<file path="src/rtl/adder_pkg.sv">
// adder_pkg: shared width constants and the registered result type for adder_unit.
//   ADDER_WIDTH_DEFAULT : default operand width
//   ADDER_WIDTH_MAX     : widest legal operand, sizes the sum field of the result
//   adder_result_t      : {sum, cout[, ovf]} held in the output register
//   ADDER_OVERFLOW_EN   : when defined, the result carries a signed-overflow bit
package adder_pkg;
   localparam int ADDER_WIDTH_DEFAULT = 2;
   localparam int ADDER_WIDTH_MAX     = 64;
   typedef struct packed {
      logic [ADDER_WIDTH_MAX-1:0] sum;
      logic                       cout;
`ifdef ADDER_OVERFLOW_EN
      logic                       ovf;
`endif
   } adder_result_t;
endpackage

</file>
<file path="src/rtl/adder_unit_full_adder.sv">
// full_adder: one-bit full-adder cell of the ripple chain.
//   a, b : operand bits
//   ci   : carry in
//   s    : sum bit a^b^ci
//   co   : carry out, majority(a,b,ci)
module full_adder (
   input  logic a,
   input  logic b,
   input  logic ci,
   output logic s,
   output logic co
);
   assign s  = a ^ b ^ ci;
   assign co = (a & b) | (a & ci) | (b & ci);
endmodule

</file>
<file path="src/rtl/adder_unit.sv">
// adder_unit: registered WIDTH-bit ripple-carry adder with carry-in/carry-out.
//   clk       : clock, rising edge
//   reset     : synchronous active-high reset, dominates in_valid
//   in_valid  : capture lhs/rhs/cin this edge
//   lhs, rhs  : unsigned operands
//   cin       : carry in
//   out_valid : out/cout hold a fresh result for this one cycle
//   out, cout : registered sum and carry out of lhs+rhs+cin
//   ovf       : registered two's-complement overflow (only with ADDER_OVERFLOW_EN)
module adder_unit
   import adder_pkg::*;
#(
   parameter int WIDTH = ADDER_WIDTH_DEFAULT
) (
   input  logic             clk,
   input  logic             reset,
   input  logic             in_valid,
   input  logic [WIDTH-1:0] lhs,
   input  logic [WIDTH-1:0] rhs,
   input  logic             cin,
   output logic             out_valid,
   output logic [WIDTH-1:0] out,
   output logic             cout
`ifdef ADDER_OVERFLOW_EN
   ,
   output logic             ovf
`endif
);
   logic [WIDTH:0]   c;
   logic [WIDTH-1:0] s;
   adder_result_t    res_d, res_q;
   logic             valid_d, valid_q;
   logic             unused_sum;

   assign c[0] = cin;

   for (genvar i = 0; i < WIDTH; i++) begin : g_fa
      full_adder u_fa (
         .a (lhs[i]),
         .b (rhs[i]),
         .ci(c[i]),
         .s (s[i]),
         .co(c[i+1])
      );
   end

   always_comb begin
      res_d   = res_q;
      valid_d = in_valid;
      if (in_valid) begin
         res_d                = '0;
         res_d.sum[WIDTH-1:0] = s;
         res_d.cout           = c[WIDTH];
`ifdef ADDER_OVERFLOW_EN
         // carry into the MSB cell differs from carry out of it
         res_d.ovf            = c[WIDTH-1] ^ c[WIDTH];
`endif
      end
   end

   always_ff @(posedge clk) begin
      if (reset) begin
         res_q   <= '0;
         valid_q <= 1'b0;
      end else begin
         res_q   <= res_d;
         valid_q <= valid_d;
      end
   end

   assign out_valid  = valid_q;
   assign out        = res_q.sum[WIDTH-1:0];
   assign cout       = res_q.cout;
   // sum bits above WIDTH are always zero
   assign unused_sum = ^res_q.sum;
`ifdef ADDER_OVERFLOW_EN
   assign ovf        = res_q.ovf;
`endif
endmodule

</file>
<file path="config.mk">
export PLATFORM = sky130hd
export DESIGN_NAME = adder_unit
export DESIGN_NICKNAME = d
export VERILOG_FILES = /design/src/rtl/adder_pkg.sv /design/src/rtl/adder_unit_full_adder.sv /design/src/rtl/adder_unit.sv
export SDC_FILE = /design/constraint.sdc
export NUM_CORES = 1
export LEC_CHECK = 0
export BUFFER_PORTS_ARGS = -buffer_cell sky130_fd_sc_hd__buf_2
export CORE_AREA = 2 2 39 41
export DETAILED_ROUTE_END_ITERATION = 16
export DIE_AREA = 0 0 41 43
export GPL_TIMING_DRIVEN = 0
export PLACE_DENSITY = 0.44
export SYNTH_ARGS = -nofsm -noshare
export SYNTH_HDL_FRONTEND = slang
export SYNTH_SLANG_ARGS = --single-unit
export TNS_END_PERCENT = 10
</file>
<file path="constraint.sdc">
create_clock -name clk -period 2 [get_ports clk]
set_clock_uncertainty 0.15 [all_clocks]
set_input_delay 0.3 -clock clk [delete_from_list [all_inputs] [get_ports clk]]
set_output_delay 0.3 -clock clk [all_outputs]
set_load 0.05 [all_outputs]
</file>
==> metrics.md <==
| Metric | Value |
|---|---|
| Post-layout min period | `~1.5 ns` |
| Worst slew pin tran | `between 0.2 and 0.3 ns` |
| Pwr dens | `roughly 870 mW/mm²` |
| Post-CTS Setup Bufs | `0` |
| Final setup vio count | `0` |
| WHS Endpoint | `out[0]` |
| Final Hold Fails | `0` |
| Top cell family by delay on the critical path | `adder cells` |
| CTS resizes | `0` |
| Routed len/inst | `~7.5 µm` |
| Hold Path Class | `primary input to flop` |
| Final Routed Wirelength | `361 µm` |
| CP arrival | `1.51 ns` |
| Initial antenna violation count | `0` |
| WP buf/inv | `2` |
| Diodes inserted | `0` |
| Post-Syn Instances | `18` |
| Post-route ant nets | `0` |
| Commonest non-fill, non-tap cells in the layout | `buf_2, inv_1, dfxtp_1` |
| Fmax | `roughly 660 MHz` |
| Top-level port count | `12` |
| Area grow syn2layout | `54.5%` |
| Crit path cell chain | `buf_2, inv_1, fa_1, fa_1, a211oi_1` |
| Slew HR | `83.4%` |
| Fin. max-slew vios | `0` |
| Clk slew on worst S/H paths | `approximately 0.04 ns` |
| Hold buffers post-CTS | `0` |
| Vias in the first global route | `approximately 140` |
| Core area | `between 0.001 and 0.0015 mm²` |
| Number of synthesized register bits | `4` |
| Vias | `between 150 and 200` |
| Worst path depth | `5` |
| FF-to-FF setup slack | `1.22 ns` |
| Yosys warns | `0` |
| Post-Synthesis Net Count | `28` |
| FF-to-FF path depth | `2` |
| MaxCap Viol Count | `0` |
| Placed Instances | `45` |
| Gr ovfl total | `0` |
| First-pass GRT wire length | `558 µm` |
| Footprint of the multi-input gates | `between 80 and 90 µm²` |
| Chip width | `~41 µm` |
| Worst R2R End | `out[0]` |
| Crit Path Max Fanout | `1` |
| LEAKAGE | `about 0.15 nW` |
| DR DRC count | `0` |
| Port bufs | `11` |
| Post-synthesis area per instance | `between 9 and 10 µm²` |
| H-tree levels | `1` |
| Die height | `43 µm` |
| Die footprint | `0.00176 mm²` |
| RSZ-0062 raised after global routing | `no` |
| Critical path's slowest cell | `fa_1` |
| Worst path setup slack after routing | `0.482 ns` |
| Clock Path Buffers | `2` |
| Initial core utilization | `about an eighth` |
| Count of filler cells inserted in the layout | `between 150 and 200` |
| Required time worst endpoint | `about 2 ns` |
| Crit path kind | `primary input to flop` |
| Netlist cell types | `6` |
| Largest net degree at the start of global routing | `8` |
| Register Area | `about 80 µm²` |
| CP startpoint kind | `primary input` |
| Outcome | `finished clean` |
| Most common library cell in the layout ignoring fill and taps | `buf_2` |
| Share of layout cells above drive strength 1 | `roughly 44%` |
| Post-Route Setup TNS | `0 ns` |
| Post-Syn Area | `between 150 and 200 µm²` |
| GPL Wtd Cong | `~0.52` |
| CP peak stage delay | `between 0.4 and 0.5 ns` |
| Root Buffer | `clkbuf_4` |
| Crit path top cell by count | `fa_1` |
| Hold Path Stages | `2` |
| Final period util | `around 76%` |
| Non-Filler Instances | `48` |
| Num CTS Buffers | `3` |
| Critical Path End Type | `flop` |
| Fin nets | `44` |
| Latest clock arrival within the worst-skew pair | `about 0.23 ns` |
| Setup WS pre-CTS | `~0.24 ns` |
| Clock Sinks | `4` |
| R2r startpoint | `out[0]` |
| TritonCTS clock tree | `yes` |
| Via/cell ratio | `3.38` |
| Design Power | `0.240 mW` |
| GRT Util Overall | `5.03%` |
| Post-Route Utilization | `around 20%` |
| FP Rows | `14` |
| Worst min-delay path startpoint | `reset` |
| Initial DRC count | `0` |
| VDD IR max | `0.140 mV` |
| First-pass DRT Iterations | `1` |
| Sequential share of the synthesized area | `between 40% and 50%` |
## how the worst max path moves through the flow
stage               startpoint  endpoint
CTS                     lhs[0]    out[1]
floorplan               lhs[0]    out[1]
global placement        lhs[0]    out[1]
global route            lhs[0]    out[1]
detailed placement      lhs[0]    out[1]
finish                  lhs[0]    out[1]
## registers in the layout, indices dropped and copies added (netlist names)
| register | flops |
|---|---|
| out_valid | 1 |
| cout | 1 |
| out | 2 |
## cells in the mapped netlist, drive strengths merged
library cell  n  area [µm²]
a211oi        3        22.5
dfxtp         4        80.1
nor2b         1        6.26
fa            2        40.0
nor2          3        11.3
inv           5        18.8
## report_power, final
part           total, mW  switching, mW  internal, mW
clock             0.0974         0.0305        0.0670
combinational     0.0537         0.0367        0.0170
sequential        0.0893        0.00271        0.0866
total              0.240         0.0698         0.171
## layout make-up
class	instances	share of cell area, %
clock buffers	3	8.14
repair buffers	11	19.9
inverters	5	6.79
well taps	16	7.24
multi-input cells	9	29.0
flip-flops and latches	4	29.0
## stage by stage
step / hold WS (ns) / area, µm²
floorplan: 0.222 / 179
global placement: 0.322 / 254
detailed placement: 0.328 / 254
CTS: 0.122 / 277
global route: 0.137 / 277
finish: 0.134 / 277
## cells by family (layout without fill, tap and decap cells)
| family | after synthesis | count (layout) | share of synthesized area (%) |
|---|---|---|---|
| buf+inv | 5 | 19 | 10.5 |
| flops | 4 | 4 | 44.8 |
| simple gates | 4 | 4 | 9.79 |
| compound gates | 3 | 3 | 12.6 |
| fa+ha+maj | 2 | 2 | 22.4 |
## metal layers
| metal | GRT usage [%] | share of wire [%] | up-vias |
|---|---|---|---|
| li1 | - | - | 84 |
| met1 | 7.77 | 51 | 66 |
| met2 | 4.38 | 32 | 12 |
| met3 | 1.57 | 17 | 0 |
| met4 | 6.00 | 0 | 0 |
| met5 | 0 | 0 | - |
(Power assumes the default switching activity.)
